===== config.mk =====
export PLATFORM = sky130hd
export DESIGN_NAME = aes_keyslot_ctrl
export DESIGN_NICKNAME = d
export VERILOG_FILES = /design/src/rtl/aes_keyslot_ctrl.sv
export SDC_FILE = /design/constraint.sdc
export NUM_CORES = 2
export LEC_CHECK = 0
export ABC_AREA = 0
export CAP_MARGIN = 25
export CORE_ASPECT_RATIO = 0.7
export CORE_MARGIN = 5
export CORE_UTILIZATION = 30
export CTS_CLUSTER_SIZE = 30
export DETAILED_ROUTE_END_ITERATION = 16
export PLACE_DENSITY = 0.46
export SLEW_MARGIN = 20
export SYNTH_ARGS = -nofsm -noshare
export SYNTH_HDL_FRONTEND = slang
export SYNTH_SLANG_ARGS = --single-unit

===== constraint.sdc =====
create_clock -name clk_i -period 6.45 [get_ports clk_i]
set_clock_uncertainty 0.05 [all_clocks]
set_input_delay 1.29 -clock clk_i [delete_from_list [all_inputs] [get_ports clk_i]]
set_output_delay 1.29 -clock clk_i [all_outputs]
set_load 0.02 [all_outputs]

===== src/rtl/aes_keyslot_ctrl.sv =====
// aes_keyslot_ctrl: register-mapped AES sequencer with lockable key slots.
// Decodes word-indexed register accesses, holds PT/CT/key state and drives a
// start/wait/done handshake toward an external AES core with a timeout guard.
module aes_keyslot_ctrl #(
   parameter int unsigned NUM_KEYS       = 4,
   parameter int unsigned KEY_WORDS      = 6,
   parameter int unsigned TIMEOUT        = 1024,
   parameter int unsigned AXI_ADDR_WIDTH = 64
) (
   input  logic                          clk_i,
   input  logic                          rst_i,
   input  logic                          en_i,
   input  logic                          we_i,
   input  logic [AXI_ADDR_WIDTH-1:0]     address_i,
   input  logic [63:0]                   wdata_i,
   output logic [63:0]                   rdata_o,
   input  logic                          debug_mode_i,
   output logic                          core_start_o,
   output logic [127:0]                  core_pt_o,
   output logic [32*KEY_WORDS-1:0]       core_key_o,
   input  logic [127:0]                  core_ct_i,
   input  logic                          core_valid_i
);

   localparam int unsigned CW = $clog2(TIMEOUT);
   localparam int unsigned KW = 32 * KEY_WORDS;

   typedef enum logic [1:0] {
      ST_IDLE,
      ST_ISSUE,
      ST_WAIT,
      ST_DONE
   } state_t;

   state_t            r_state;
   state_t            w_state_nxt;

   logic [2:0]        r_key_sel;
   logic [NUM_KEYS-1:0] r_lock;
   logic [31:0]       r_pt [4];
   logic [31:0]       r_ct [4];
   logic [CW-1:0]     r_cnt;
   logic              r_done;
   logic              r_timeout;
   logic              r_error;
   logic              r_to_hit;

   logic [5:0]        w_idx;
   logic              w_wr;
   logic              w_busy;
   logic              w_ctrl_wr;
   logic              w_start_req;
   logic              w_start_ok;
   logic              w_start_rej;
   logic              w_zeroize;
   logic              w_cnt_term;
   logic [31:0]       w_rd32;
   logic [31:0]       w_status;
   logic              w_unused;

   logic [KW-1:0]     w_slot_key [NUM_KEYS];
   logic [KW-1:0]     w_chain    [NUM_KEYS+1];

   assign w_idx       = address_i[8:3];
   assign w_wr        = en_i & we_i;
   assign w_busy      = (r_state == ST_ISSUE) || (r_state == ST_WAIT);
   assign w_ctrl_wr   = w_wr && (w_idx == 6'd0);
   assign w_start_req = w_ctrl_wr && wdata_i[0];
   assign w_start_ok  = w_start_req && (r_state == ST_IDLE) && !debug_mode_i
                        && (32'(r_key_sel) < NUM_KEYS);
   assign w_start_rej = w_start_req && (r_state == ST_IDLE) && !w_start_ok;
   assign w_zeroize   = w_ctrl_wr && wdata_i[2];
   assign w_cnt_term  = (r_cnt == CW'(TIMEOUT - 1));
   assign w_status    = {28'b0, r_error, r_timeout, r_done, w_busy};

   assign w_unused    = &{1'b0, address_i[AXI_ADDR_WIDTH-1:9], address_i[2:0], wdata_i[63:32]};

   // FSM state register
   always_ff @(posedge clk_i) begin
      if (rst_i) r_state <= ST_IDLE;
      else       r_state <= w_state_nxt;
   end

   // FSM next-state and start pulse
   always_comb begin
      w_state_nxt  = r_state;
      core_start_o = 1'b0;
      case (r_state)
         ST_IDLE:  if (w_start_ok) w_state_nxt = ST_ISSUE;
         ST_ISSUE: begin
            core_start_o = 1'b1;
            w_state_nxt  = ST_WAIT;
         end
         ST_WAIT:  if (core_valid_i || w_cnt_term) w_state_nxt = ST_DONE;
         ST_DONE:  w_state_nxt = ST_IDLE;
         default:  w_state_nxt = ST_IDLE;
      endcase
   end

   // Control/status registers, PT/CT storage and timeout counter.
   // Flag clears are written before the sets so a set in the same cycle wins;
   // timeout is staged in r_to_hit so it becomes visible together with done.
   always_ff @(posedge clk_i) begin
      if (rst_i) begin
         r_key_sel <= '0;
         r_lock    <= '0;
         r_cnt     <= '0;
         r_done    <= 1'b0;
         r_timeout <= 1'b0;
         r_error   <= 1'b0;
         r_to_hit  <= 1'b0;
         for (int unsigned i = 0; i < 4; i++) begin
            r_pt[i] <= '0;
            r_ct[i] <= '0;
         end
      end else begin
         if (w_ctrl_wr && wdata_i[1]) begin
            r_done    <= 1'b0;
            r_timeout <= 1'b0;
            r_error   <= 1'b0;
         end
         if (w_start_rej) r_error <= 1'b1;

         case (r_state)
            ST_ISSUE: begin
               r_cnt    <= '0;
               r_to_hit <= 1'b0;
            end
            ST_WAIT: begin
               if (core_valid_i) begin
                  r_ct[0] <= core_ct_i[31:0];
                  r_ct[1] <= core_ct_i[63:32];
                  r_ct[2] <= core_ct_i[95:64];
                  r_ct[3] <= core_ct_i[127:96];
               end else if (w_cnt_term) begin
                  r_to_hit <= 1'b1;
               end else begin
                  r_cnt <= r_cnt + 1'b1;
               end
            end
            ST_DONE: begin
               r_done <= 1'b1;
               if (r_to_hit) r_timeout <= 1'b1;
            end
            default: ;
         endcase

         if (w_wr) begin
            if (w_idx == 6'd2 && !w_busy) r_key_sel <= wdata_i[2:0];
            if (w_idx == 6'd3)            r_lock    <= r_lock | wdata_i[NUM_KEYS-1:0];
            if (w_idx[5:2] == 4'd1 && !w_busy) r_pt[w_idx[1:0]] <= wdata_i[31:0];
         end
      end
   end

   for (genvar gk = 0; gk < NUM_KEYS; gk++) begin : g_slot
      logic w_sel_hit;

      for (genvar gw = 0; gw < KEY_WORDS; gw++) begin : g_word
         localparam logic [5:0] IDX = 6'(16 + gk * KEY_WORDS + gw);
         logic [31:0] r_word;

         // Key word storage: write or zeroize only when idle and slot unlocked
         always_ff @(posedge clk_i) begin
            if (rst_i) begin
               r_word <= '0;
            end else if (!w_busy && !r_lock[gk]) begin
               if (w_zeroize)                   r_word <= '0;
               else if (w_wr && (w_idx == IDX)) r_word <= wdata_i[31:0];
            end
         end

         assign w_slot_key[gk][32*gw +: 32] = r_word;
      end

      // Out-of-range KEY_SEL matches no slot, so the chain yields zero.
      assign w_sel_hit      = (r_key_sel == 3'(gk));
      assign w_chain[gk+1]  = w_chain[gk] | (w_sel_hit ? w_slot_key[gk] : '0);
   end

   assign w_chain[0] = '0;
   assign core_key_o = debug_mode_i ? '0 : w_chain[NUM_KEYS];
   assign core_pt_o  = {r_pt[3], r_pt[2], r_pt[1], r_pt[0]};

   // Combinational read mux; key words are write-only and read as zero
   always_comb begin
      w_rd32 = '0;
      if (en_i) begin
         case (w_idx)
            6'd1:                   w_rd32 = w_status;
            6'd2:                   w_rd32 = {29'b0, r_key_sel};
            6'd3:                   w_rd32[NUM_KEYS-1:0] = r_lock;
            6'd4, 6'd5, 6'd6, 6'd7:     w_rd32 = r_pt[w_idx[1:0]];
            6'd8, 6'd9, 6'd10, 6'd11:   w_rd32 = r_ct[w_idx[1:0]];
            default:                w_rd32 = '0;
         endcase
      end
   end

   assign rdata_o = {32'b0, w_rd32};

endmodule

==> impl_metrics.env <==
export IMPL_grt_max_degree=209
export IMPL_reg2reg_slack_ns=3.15
export IMPL_switchingPower_mw=3.47
export IMPL_pwr_share_seq_pct=47.6
export IMPL_cellLeakagePower_nw=23.0
export IMPL_portBuffers=524
export IMPL_finalWirelength_um=163000
export IMPL_async_reset_ff_share_pct=0
export IMPL_route_detailed_drc=0
export IMPL_grt_use_met3_pct=3.12
export IMPL_area_growth_pct=23.9
export IMPL_yosysTopAreaCell="dfxtp_1"
export IMPL_critPathLaunchType="primary input"
export IMPL_dp_final_hpwl_um=101000
export IMPL_clk_latency_ns=0.73
export IMPL_drt_iter0_drc=2627
export IMPL_timing_rr_start="r_state[0]"
export IMPL_p_clk_share_pct=45.9
export IMPL_drv_cap=0
export IMPL_avgSynthCellArea_um2=10.4
export IMPL_syn_inst=4340
export IMPL_p_int_mw=10.9
export IMPL_antenna_found_initial=7
export IMPL_cts_tree="yes"
export IMPL_cts_resized=0
export IMPL_combPwrFrac_pct=6.6
export IMPL_grt_overflow_total=0
export IMPL_powerDensity_nw_per_um2=257
export IMPL_num_io_pins=647
export IMPL_die_y_um=335
export IMPL_layout_common_cells="nand2_1, dfxtp_1, mux2i_1"
export IMPL_final_cell_count_no_fill=6718
export IMPL_yosys_warnings=0
export IMPL_htreeDepth=3
export IMPL_finalCritPeriodShare_pct=81.6
export IMPL_ir_drop_uv=198
export IMPL_worstSetupPathType="primary input to output pin"
export IMPL_start_util_pct=30.1
export IMPL_crit_fanout=32
export IMPL_dpl_cell_area_um2=52100
export IMPL_synth_distinct_cells=63
export IMPL_syn_area_um2=45200
export IMPL_synth_top_cell_area_share_pct=35.1
export IMPL_dp_cells=6502
export IMPL_final_common_cell="nand2_1"
export IMPL_holdBufCountCts=0
export IMPL_p_total_mw=14.4
export IMPL_ant_nets=0
export IMPL_finalInstanceArea_um2=56000
export IMPL_use_met1_pct=27.8
export IMPL_vias=33969
export IMPL_via_per_inst=5.06
export IMPL_setup_violations=0
export IMPL_grt_pass1_vias=33287
export IMPL_whs_endpoint="g_slot[3].g_word[1].r_word[3]"
export IMPL_crit_path_end_kind="output pin"
export IMPL_drive_above_1_share_pct=8.16
export IMPL_required_ns=5.11
export IMPL_whs_ns=0.404
export IMPL_path_common_cell="clkdlybuf4s50_1"
export IMPL_drt_pass1_iterations=5
export IMPL_path_clk_slew_ns=0.06
export IMPL_status="finished, final reports clean"
export IMPL_cts_buffer_depth=3
export IMPL_rows=119
export IMPL_min_path_type="flip-flop to flip-flop"
export IMPL_swShare_pct=24.1
export IMPL_synth_area_leaders="dfxtp_1, edfxtp_1, mux2i_1, a22oi_1, nand2_1"
export IMPL_finalHoldViolations=0
export IMPL_grtUsageMet2_pct=32.2
export IMPL_fmax_mhz=190
export IMPL_path_cells="clkdlybuf4s50_1 -> nor4b_2 -> buf_4 -> a21oi_1 -> a21boi_0 -> clkdlybuf4s50_1"
export IMPL_grt_pass1_wl_um=238000
export IMPL_track_usage_pct=19.8
export IMPL_tns_ns=0
export IMPL_ys_ff_latch=1047
export IMPL_timing_rr_end="g_slot[3].g_word[1].r_word[28]"
export IMPL_cts_sinks=1047
export IMPL_nets=4895
export IMPL_fin_crit_ns=5.26
export IMPL_gp_congestion=0.759
export IMPL_busiest_layer="met2"
export IMPL_cp_slowest_cell="clkdlybuf4s50_1"
export IMPL_post_cts_buffers=0
export IMPL_hp_start="g_slot[3].g_word[1].r_word[3]"
export IMPL_root_buffer="clkbuf_16"
export IMPL_yosysSeqAreaShare_pct=52.1
export IMPL_crit_arrival_ns=3.92
export IMPL_report_final_slew_viol_count=0
export IMPL_wl_per_cell_um=24.3
export IMPL_synth_ff_type="dfxtp_1"
export IMPL_whs_path_depth=2
export IMPL_numCtsBuffers=112
export IMPL_fp_dieW_um=474
export IMPL_dieArea_um2=159000
export IMPL_tightestPinTransition_ns=1.06
export IMPL_rsz0062_at_grt="no"
export IMPL_coreArea_um2=150000
export IMPL_cp_slowest_stage_delay_ns=0.76
export IMPL_relSlewSlack_pct=29.3
export IMPL_reg2reg_depth=7
export IMPL_synth_edf_count=256
sequential cells by signal, indices dropped and copies added, names as in the netlist, 2 cells and up:
signal and count:
r_key_sel 3, r_lock 4, r_cnt 10, r_ct 128
r_state 2, r_pt 128, g_slot.g_word.r_word 768
cells in the mapped netlist (all sizes together), types with 5 or more instances:
library cell and instances:
nand2 817, dfxtp 791, mux2i 708, a22oi 420
clkbuf 279, a21oi 270, edfxtp 256, buf 196
and3 194, nand3 79, and2 68, mux4 64
nor2b 33, nor2 30, nor3 27, o21ai 26
nand2b 6, or2 6, ha 5, inv 5
power by group through the flow:
stage               clock network (mW)  logic (mW)  registers [mW]
finish                            6.60       0.946            6.85
global placement                     0       0.943            6.99
detailed placement                   0       0.949            7.00
CTS                               6.81       0.950            6.85
global route                      7.07        1.01            6.86
floorplan                            0       0.478            7.02
worst max-delay path: cells and delay by family:
| family | cells | cell delay, ns |
|---|---|---|
| buf+inv | 3 | 1.92 |
| compound gates | 2 | 0.42 |
| simple gates | 1 | 0.28 |
layer usage:
layer,share of wire (%),wire (µm),vias to the layer above
met5,0.0080,13,-
met4,2.3,3800,2
met3,4.1,6670,185
met2,47,76900,734
met1,46,75600,17042
li1,-,-,16006
area by class of cell:
| class | instances | area [µm²] |
|---|---|---|
| antenna | 6 | 15.0 |
| tap | 1996 | 2500 |
| timing repair buffer | 618 | 6300 |
| inverter | 6 | 30.0 |
| multi-input combinational | 2843 | 19900 |
| sequential | 1047 | 23500 |
| clock buffer | 176 | 3400 |
| fill | 14794 | 94100 |
| clock inverter | 26 | 314 |
logic make-up after synthesis:
kind of cell,count (synthesis),synth area share (%)
AO/OA/AOI/OAI,740,10.9
XOR/XNOR,2,0.0388
adder cells (fa/ha/maj),5,0.139
buffers and inverters,481,4.87
flip-flops,1047,52.1
multiplexers,775,19.0
other,1,0.00830
AND/OR/NAND/NOR,1289,13.0
worst max-delay path by stage:
stage / start / to / slack, ns / depth (start not counted)
3_5_place_dp: address_i[5] / rdata_o[3] / 1.18 / 6
3_3_place_gp: address_i[5] / rdata_o[3] / 1.20 / 6
2_1_floorplan: rst_i / r_ct[0][0] / 1.05 / 5
4_1_cts: r_key_sel[1] / core_key_o[138] / 1.01 / 5
5_1_grt: r_key_sel[0] / core_key_o[0] / 0.94 / 5
6_report: address_i[5] / rdata_o[3] / 1.19 / 6
metrics by stage:
stage          utilization [%]  worst slack, ns
2_1_floorplan                -             1.05
3_3_place_gp              34.7             1.20
3_5_place_dp              34.7             1.18
4_1_cts                   37.2             1.01
5_1_grt                   37.3            0.937
6_report                  37.3             1.19
Note: power is estimated with default switching activity, not from simulation.
